$ cat config.mk
export PLATFORM = sky130hd
export DESIGN_NAME = microseq_core
export DESIGN_NICKNAME = d
export VERILOG_FILES = /design/src/rtl/microseq_pkg.sv /design/src/rtl/microseq_alu.sv /design/src/rtl/microseq_core.sv
export SDC_FILE = /design/constraint.sdc
export NUM_CORES = 1
export LEC_CHECK = 0
export CORE_ASPECT_RATIO = 2
export CORE_MARGIN = 10
export CORE_UTILIZATION = 55
export DETAILED_ROUTE_END_ITERATION = 10
export GPL_TIMING_DRIVEN = 0
export PLACE_DENSITY_LB_ADDON = 0.08
export SYNTH_ARGS = -nofsm -noshare
export SYNTH_HDL_FRONTEND = slang
export SYNTH_SLANG_ARGS = --single-unit
$ cat constraint.sdc
create_clock -name clk -period 5.1 [get_ports clk]
set_clock_uncertainty 0.05 [all_clocks]
set_input_delay 1.275 -clock clk [delete_from_list [all_inputs] [get_ports clk]]
set_output_delay 1.275 -clock clk [all_outputs]
set_load 0.01 [all_outputs]
$ cat src/rtl/microseq_pkg.sv
// microseq_pkg: shared definitions for the accumulator micro-sequencer.
//   OPC_W     opcode field width (fixed at 4)
//   OP_*      opcode encodings; any encoding not listed executes as NOP
//   state_t   control FSM states
//   is_memop  true for opcodes that need a second memory transaction
package microseq_pkg;

    localparam int OPC_W = 4;

    localparam logic [OPC_W-1:0] OP_NOP = 4'b0000;
    localparam logic [OPC_W-1:0] OP_SUB = 4'b0001;
    localparam logic [OPC_W-1:0] OP_ADD = 4'b0010;
    localparam logic [OPC_W-1:0] OP_STA = 4'b0011;
    localparam logic [OPC_W-1:0] OP_LDB = 4'b0100;
    localparam logic [OPC_W-1:0] OP_LDA = 4'b1000;
    localparam logic [OPC_W-1:0] OP_JMP = 4'b1001;
    localparam logic [OPC_W-1:0] OP_JZ  = 4'b1011;
    localparam logic [OPC_W-1:0] OP_HLT = 4'b1111;

    typedef enum logic [2:0] {
        ST_IDLE,
        ST_FETCH,
        ST_DECODE,
        ST_MEMOP,
        ST_HALT
    } state_t;

    function automatic logic is_memop(input logic [OPC_W-1:0] op);
        return (op == OP_LDA) || (op == OP_LDB) || (op == OP_STA);
    endfunction

endpackage

$ cat src/rtl/microseq_alu.sv
// microseq_alu: combinational adder/subtractor for the accumulator datapath.
//   i_a, i_b   operands (DATA_W)
//   i_op       current opcode; OP_SUB selects subtraction, anything else adds
//   o_result   result modulo 2^DATA_W
//   o_carry    carry-out for ADD, borrow (i_a < i_b) for SUB
//   o_zero     result equals zero
module microseq_alu
    import microseq_pkg::*;
#(
    parameter int DATA_W = 8
) (
    input  logic [DATA_W-1:0] i_a,
    input  logic [DATA_W-1:0] i_b,
    input  logic [OPC_W-1:0]  i_op,
    output logic [DATA_W-1:0] o_result,
    output logic              o_carry,
    output logic              o_zero
);

    logic [DATA_W:0] w_sum;

    // One extra bit: it holds the carry on add and goes high on borrow
    // when the zero-extended difference wraps negative.
    always_comb begin
        if (i_op == OP_SUB) begin
            w_sum = {1'b0, i_a} - {1'b0, i_b};
        end else begin
            w_sum = {1'b0, i_a} + {1'b0, i_b};
        end
    end

    assign o_result = w_sum[DATA_W-1:0];
    assign o_carry  = w_sum[DATA_W];
    assign o_zero   = (w_sum[DATA_W-1:0] == '0);

endmodule

$ cat src/rtl/microseq_core.sv
// microseq_core: multi-cycle accumulator micro-sequencer with a single
// request/acknowledge memory port shared by instruction fetch and data access.
//   clk, reset            clock; synchronous active-high reset
//   mem_req/we/addr/wdata memory request, held until mem_ack
//   mem_ack, mem_rdata    completion strobe and read data
//   retire                one-cycle pulse per completed instruction
//   halted                core has executed HLT
//   pc_out, acc_out       architectural PC and accumulator
//   flag_z, flag_c        zero flag and carry/borrow flag
module microseq_core
    import microseq_pkg::*;
#(
    parameter int DATA_W = 8,
    parameter int ADDR_W = 4
) (
    input  logic              clk,
    input  logic              reset,
    output logic              mem_req,
    output logic              mem_we,
    output logic [ADDR_W-1:0] mem_addr,
    output logic [DATA_W-1:0] mem_wdata,
    input  logic              mem_ack,
    input  logic [DATA_W-1:0] mem_rdata,
    output logic              retire,
    output logic              halted,
    output logic [ADDR_W-1:0] pc_out,
    output logic [DATA_W-1:0] acc_out,
    output logic              flag_z,
    output logic              flag_c
);

    if (DATA_W < OPC_W + ADDR_W) begin : g_bad_params
        $error("microseq_core: DATA_W must be at least OPC_W + ADDR_W");
    end

    state_t            r_state;
    state_t            w_next;
    logic [ADDR_W-1:0] r_pc;
    logic [DATA_W-1:0] r_ir;
    logic [DATA_W-1:0] r_a;
    logic [DATA_W-1:0] r_b;
    logic [DATA_W-1:0] r_acc;
    logic              r_z;
    logic              r_c;
    logic              r_retire;

    logic [OPC_W-1:0]  w_opc;
    logic [ADDR_W-1:0] w_opnd;
    logic [DATA_W-1:0] w_alu_res;
    logic              w_alu_c;
    logic              w_alu_z;

    assign w_opc  = r_ir[DATA_W-1 -: OPC_W];
    assign w_opnd = r_ir[ADDR_W-1:0];

    microseq_alu #(.DATA_W(DATA_W)) u_alu (
        .i_a      (r_a),
        .i_b      (r_b),
        .i_op     (w_opc),
        .o_result (w_alu_res),
        .o_carry  (w_alu_c),
        .o_zero   (w_alu_z)
    );

    always_ff @(posedge clk) begin
        if (reset) begin
            r_state <= ST_IDLE;
        end else begin
            r_state <= w_next;
        end
    end

    // Bus outputs depend only on state and registers, so they cannot change
    // while a request waits for its acknowledge.
    always_comb begin
        w_next   = r_state;
        mem_req  = 1'b0;
        mem_we   = 1'b0;
        mem_addr = r_pc;
        case (r_state)
            ST_IDLE:   w_next = ST_FETCH;
            ST_FETCH: begin
                mem_req = 1'b1;
                if (mem_ack) w_next = ST_DECODE;
            end
            ST_DECODE: begin
                if (is_memop(w_opc))       w_next = ST_MEMOP;
                else if (w_opc == OP_HLT)  w_next = ST_HALT;
                else                       w_next = ST_FETCH;
            end
            ST_MEMOP: begin
                mem_req  = 1'b1;
                mem_addr = w_opnd;
                mem_we   = (w_opc == OP_STA);
                if (mem_ack) w_next = ST_FETCH;
            end
            ST_HALT:   w_next = ST_HALT;
            default:   w_next = ST_IDLE;
        endcase
    end

    always_ff @(posedge clk) begin
        if (reset) begin
            r_pc     <= '0;
            r_ir     <= '0;
            r_a      <= '0;
            r_b      <= '0;
            r_acc    <= '0;
            r_z      <= 1'b0;
            r_c      <= 1'b0;
            r_retire <= 1'b0;
        end else begin
            r_retire <= 1'b0;
            case (r_state)
                ST_FETCH: begin
                    if (mem_ack) begin
                        r_ir <= mem_rdata;
                        r_pc <= r_pc + ADDR_W'(1);
                    end
                end
                ST_DECODE: begin
                    case (w_opc)
                        OP_ADD, OP_SUB: begin
                            r_acc    <= w_alu_res;
                            r_c      <= w_alu_c;
                            r_z      <= w_alu_z;
                            r_retire <= 1'b1;
                        end
                        OP_JMP: begin
                            r_pc     <= w_opnd;
                            r_retire <= 1'b1;
                        end
                        OP_JZ: begin
                            if (r_z) r_pc <= w_opnd;
                            r_retire <= 1'b1;
                        end
                        // Memory ops retire from MEMOP; HLT never retires.
                        OP_LDA, OP_LDB, OP_STA, OP_HLT: ;
                        default: r_retire <= 1'b1;
                    endcase
                end
                ST_MEMOP: begin
                    if (mem_ack) begin
                        if (w_opc == OP_LDA) r_a <= mem_rdata;
                        if (w_opc == OP_LDB) r_b <= mem_rdata;
                        r_retire <= 1'b1;
                    end
                end
                default: ;
            endcase
        end
    end

    assign mem_wdata = r_acc;
    assign retire    = r_retire;
    assign halted    = (r_state == ST_HALT);
    assign pc_out    = r_pc;
    assign acc_out   = r_acc;
    assign flag_z    = r_z;
    assign flag_c    = r_c;

endmodule

-- Yosys cells after proc, flatten, opt, wreduce, memory -nomap -nowiden
Cells that the tools add are included.
- add/subtract/negate cells: 3
- equality and inequality tests: 16
- mux-type cells: 16
- reductions and logical operators: 14
- operator list (kind ; number):
    == test 4 bit (second input constant) ; 4
    one-hot mux 4 bit (2 select lines) ; 2
    one-hot mux 3 bit (5 select lines) ; 1
    two-way mux 3 bit ; 4
    two-way mux 4 bit ; 3
    adder 8 x 8 -> 9 bit ; 1
    two-way mux 9 bit ; 1
    subtractor 8 x 8 -> 9 bit ; 1
    == test 4 x 2 -> 1 bit (second input constant) ; 2
    zero test 8 bit ; 1
    == test 3 x 2 -> 1 bit (second input constant) ; 2
    AND reduction 2 bit ; 3
    AND reduction 3 bit ; 2
    adder 4 x 1 -> 4 bit (second input constant) ; 1
    == test 4 x 1 -> 1 bit (second input constant) ; 1
    == test 4 x 3 -> 1 bit (second input constant) ; 1
    two-way mux 1 bit ; 4
    inequality test 2 bit (second input constant) ; 2
    AND reduction 4 bit ; 1
    OR reduction 2 bit ; 2
    OR reduction 4 bit ; 1
    == test 3 x 1 -> 1 bit (second input constant) ; 1
    == test 3 bit (second input constant) ; 1
    zero test 3 bit ; 1
    other kinds (5) ; 6
- register bits after elaboration: 42
- input port bits: 11
- output and inout port bits: 30
- logic and storage cells: 58

-- Depth between registers and ports, before layout
- depth after elaboration: 5
- depth in mapped cells: 13
- depth with buffers taken out: 13

-- Modules after synthesis
From an unflattened synthesis, not the netlist that was laid out.
- cells, all modules: 275
- area total of the unflattened synthesis: 2388.5 um^2
- by module, submodules not included (module ; instances ; cells each ; area an instance (um^2) ; seq. area each (um^2)):
    microseq_core ; 1 ; 196 ; 1843.0 ; 840.8
    microseq_alu ; 1 ; 79 ; 545.5 ; 0.0

-- Least setup slack after synthesis
No wires, ideal clock.
- kind: register to register
- from: register r_ir[7]
- to: register r_z, in the netlist flag_z
- setup time: 73 ps
- arrival time: 3058 ps
- data required time: 4977 ps
- path slack: 1919 ps
- cell stages (with the launch flop): 11
- buffers on the path: 1
- period minus slack after synthesis: 3181 ps
- cells stage by stage: dfxtp_1 > clkbuf_1 > nor4b_2 > mux2_2 > fa_1 > nor2b_1 > o21ai_0 > o21ai_0 > xor2_1 > or4b_1 > o22ai_2
- word-level cells in the longest chain between the ends: 3
- elaborated cells on any way between the ends: 6
- classes of those cells: eq/ne (2); mux (1); reduce/logical (3)
- RTL lines (what ; line ; text):
    from (decl) ; microseq_core.sv:39 ; logic [DATA_W-1:0] r_ir;
    from (signal assigned) ; microseq_core.sv:117 ; r_ir <= mem_rdata;
    == test 4 x 1 -> 1 bit / == test 4 x 2 -> 1 bit (equally long branches) ; microseq_alu.sv:25, microseq_core.sv:122 ;
    two-way mux 9 bit / OR reduction 2 bit (equally long branches) ; microseq_alu.sv:25, microseq_core.sv:122 ;
    zero test 8 bit / AND reduction 2 bit (equally long branches) ; -- ;
    to (signal assigned) ; microseq_core.sv:126 ; r_z <= w_alu_z;
    to (decl) ; microseq_core.sv:43 ; logic r_z;
Several ways; a longest one is shown, not always the timed one.
A chain may end at the register's enable or synchronous reset.

-- Final worst setup path
Ends and elaborated chain as after synthesis.

==> reports/qor.csv <==
stage,metric,value,unit
grt,initial antenna violation count,0,
power,Max IR drop VDD,0.000243,V
clocking,Post-CTS Setup Inserts,0,
clocking,total clock sinks,42,
synth,Synth Warn #,0,
critical_path,end point of the critical path,flag_z$_SDFFE_PP0P_,
floorplan,Chip Width,66.0,um
critical_path,Critical Path Start,r_ir[7]$_SDFFE_PP0P_,
critical_path,"Cell Chain, Critical Path",clkbuf_1 -> nor4b_2 -> mux2_2 -> fa_1 -> nor2b_1 -> o21ai_0 -> o21ai_0 -> xor2_1 -> or4b_1 -> o22ai_2,
critical_path,FF-to-FF path depth,10,
critical_path,Max Fanout on Critical Path,10,
layout,Diodes inserted,0,
status,status,"complete, no violations",
drt,wire length per cell,15.4,um
run,max-cap violations,0,
placed_design,Final HPWL DP,4560,um
synth,Synth Area in Compound Gates,0.126,
power,power per cell area,229,nW/um^2
critical_path,CP Capture Type,register,
synth,syn_nets,299,
synth,ranking of synthesized cells by area,"dfxtp_1, mux2i_1, nor2_1",
layout,fin nets,345,
synth,Mapped Cells,277,
clocking,CTS tree,done,
synth,Async SR Flop Fraction,0,
critical_path,critical path type,reg2reg,
synth,"Cell Area, Synth",2330,um^2
floorplan,die height,112,um
synth,Post-Synth XOR/XNOR Area,0.0488,
sta,Max Slew Vio Count,0,
clocking,worst skew pair latency,290,ps
grt,global route overflow,0,
synth,"Seq/Total Area, Yosys",0.361,
floorplan,core area,4090,um^2
critical_path,Worst EP arrival,3840,ps
grt,total track usage,0.160,
grt,largest net degree at the start of global routing,14,
sta,slew margin rel.,0.514,
synth,mux contribution to synthesized area,0.119,
floorplan,Initial Utilization,0.570,
placed_design,gpl congestion,0.892,
critical_path,"Slowest-stage cell, CP",nor4b_2,
synth,Post-synth EDFFs,0,
grt,global-route wire length before repair,9680,um
drt,WL final,5770,um
critical_path,Critical Path RT,5270,ps
critical_path,CP Launch Type,register,
clocking,CTS buffer count,5,
layout,share of cells above drive strength 1,0.0864,
power,Static Leak,1.19,nW
critical_path,"most used cell, CP",o21ai_0,
sta,"Min Clock Period, post-route",3670,ps
drt,DRT iter0 DRCs,86,
synth,Post-Synth Adder-Cell Area,0.0623,
placed_design,number of port buffers,39,
hold_path,HP Class,reg2reg,
floorplan,Rows,33,
sta,Final Cycle Share,0.720,
synth,Most used DFF post-synth,dfxtp_1,
drt,Post-DRT Antenna Nets,0,
floorplan,Ports,41,
synth,Seq cells post-synth,42,
drt,drt drc,0,
sta,FMAX,272,MHz
clocking,"Gates resized, CTS repair",0,
sta,final hold vios,0,
clocking,Root Driver,clkbuf_8,
sta,Final Setup Violations,0,
critical_path,FF-to-FF setup slack,1430,ps
drt,Metal-1 WL,2070,um
drt,Vias per Instance,5.53,
critical_path,r2r endpoint,flag_z$_SDFFE_PP0P_,
synth,Yosys top cell area share,0.361,
drt,DR vias,2078,
drt,top routing layer used,met4,
drt,DR WL met3,237,um
placed_design,placed insts,368,
layout,Area Overhead vs Synth,24.2,%
clocking,Hold Buf Count CTS,0,
clocking,clk slew on worst S/H paths,80,ps
drt,drt first pass iters,4,
clocking,H-tree lvl count,2,
sta,Tightest Pin Transition,727,ps
sta,setup TNS,0,ps
grt,vias in the first global route,2169,
synth,main combinational cell family by area after synthesis,simple AND/OR/NAND/NOR gates,
layout,final std cells w/o fill,376,
synth,"area leader, netlist",dfxtp_1,
synth,Simple-Gate Fraction of Synth Area,0.221,
clocking,maximum root-to-sink buffer count,2,
floorplan,Die ar.,7400,um^2
drt,DR WL met2,3360,um
sta,RSZ-0062 raised after global routing,false,
critical_path,CP max stage delay,730,ps
critical_path,Crit Reg-Reg Startpoint,r_ir[7]$_SDFFE_PP0P_,
synth,synth unique cells,43,
synth,syn avg cell area,8.42,um^2
[routing by layer]
metal | global-route usage | vias to the layer above
met3 | 0.0309 | 10
li1 | - | 1036
met1 | 0.152 | 992
met5 | 0 | -
met2 | 0.309 | 40
met4 | 0.0675 | 0
[cells by family (layout without fill, tap and decap cells)]
kind of cell,Yosys count,after routing
buffers and inverters,30,77
AOI/OAI and AO/OA,49,49
adders and majority gates,11,11
xor gates and xnor gates,13,13
and+or+nand+nor,105,105
muxes,27,27
DFF,42,42
[sequential cells by signal, summed over array words and instances (netlist names)]
register  cells
acc_out       8
r_a           8
r_b           8
r_ir          8
pc_out        4
r_state       3
flag_c        1
flag_z        1
retire        1
[layout make-up]
cell class              instances  area [um^2]
clock buffers                   5         68.8
fillers                       332         1190
plain buffers                  22          115
repair buffers                 39          390
multi-input cells             205         1350
well taps                      52         65.1
flip-flops and latches         42          841
inverters                       8         30.0
clock inverters                 3         40.0
[how the worst min path moves through the flow]
stage	endpoint	slack, ps	cells past startpoint	start
after floorplan	r_ir[0]$_SDFFE_PP0P_	390	2	r_ir[0]$_SDFFE_PP0P_
after global placement	r_ir[3]$_SDFFE_PP0P_	410	2	r_ir[3]$_SDFFE_PP0P_
after detailed placement	r_ir[0]$_SDFFE_PP0P_	420	2	r_ir[0]$_SDFFE_PP0P_
after CTS	r_ir[0]$_SDFFE_PP0P_	430	2	r_ir[0]$_SDFFE_PP0P_
after global routing	r_ir[1]$_SDFFE_PP0P_	460	2	r_ir[1]$_SDFFE_PP0P_
final	r_ir[0]$_SDFFE_PP0P_	440	2	r_ir[0]$_SDFFE_PP0P_
[synth_stat cells (5+ instances only)]
master    instances
nor2_1           44
buf_4             8
a211oi_1          5
nor2b_1           7
xnor2_1          11
mux2_2            5
inv_1             8
ha_1             10
nand2_1          24
clkbuf_1         11
dfxtp_1          42
a21oi_1          22
nor3_1            8
o21ai_0           9
mux2i_1          22
[stage by stage]
step                worst slack (ps)  power, mW  hold WS (ps)  area (um^2)  utilization
floorplan                       1920      0.383           393         2330            -
global placement                1490      0.409           415         2790        0.682
detailed placement              1470      0.411           420         2790        0.682
CTS                             1450      0.666           431         2900        0.708
global route                    1310      0.685           462         2900        0.708
finish                          1430      0.662           436         2900        0.708
[worst max-delay path: cells and delay by family, from the launching register on]
kind / cells / cell delay [ps]
AO/OA/AOI/OAI: 3 / 570
XOR/XNOR: 1 / 140
adder cells (fa/ha/maj): 1 / 440
buffers and inverters: 1 / 230
flip-flops: 1 / 300
multiplexers: 1 / 440
AND/OR/NAND/NOR: 3 / 1430
[cell usage in the layout, fill, tap and decap left out, drive strengths merged, types with 4 or more instances in the layout]
cell and count:
nor3 8, nand2b 4, nand2 24, mux2i 22, nor2 45, dfxtp 42
nor2b 7, inv 8, clkdlybuf4s50 39, o21ai 9, clkbuf 16, xnor2 11
a21oi 22, ha 10, buf 11, a211oi 5, mux2 5
[report_power, final]
group	switching [mW]	total (mW)	leakage [nW]	internal (mW)
combinational	0.0366	0.0646	0.792	0.0280
sequential	0.00449	0.338	0.340	0.333
clock	0.115	0.260	0.0579	0.144
total	0.157	0.662	1.19	0.506
No activity file was read; power rests on OpenSTA's default activity.
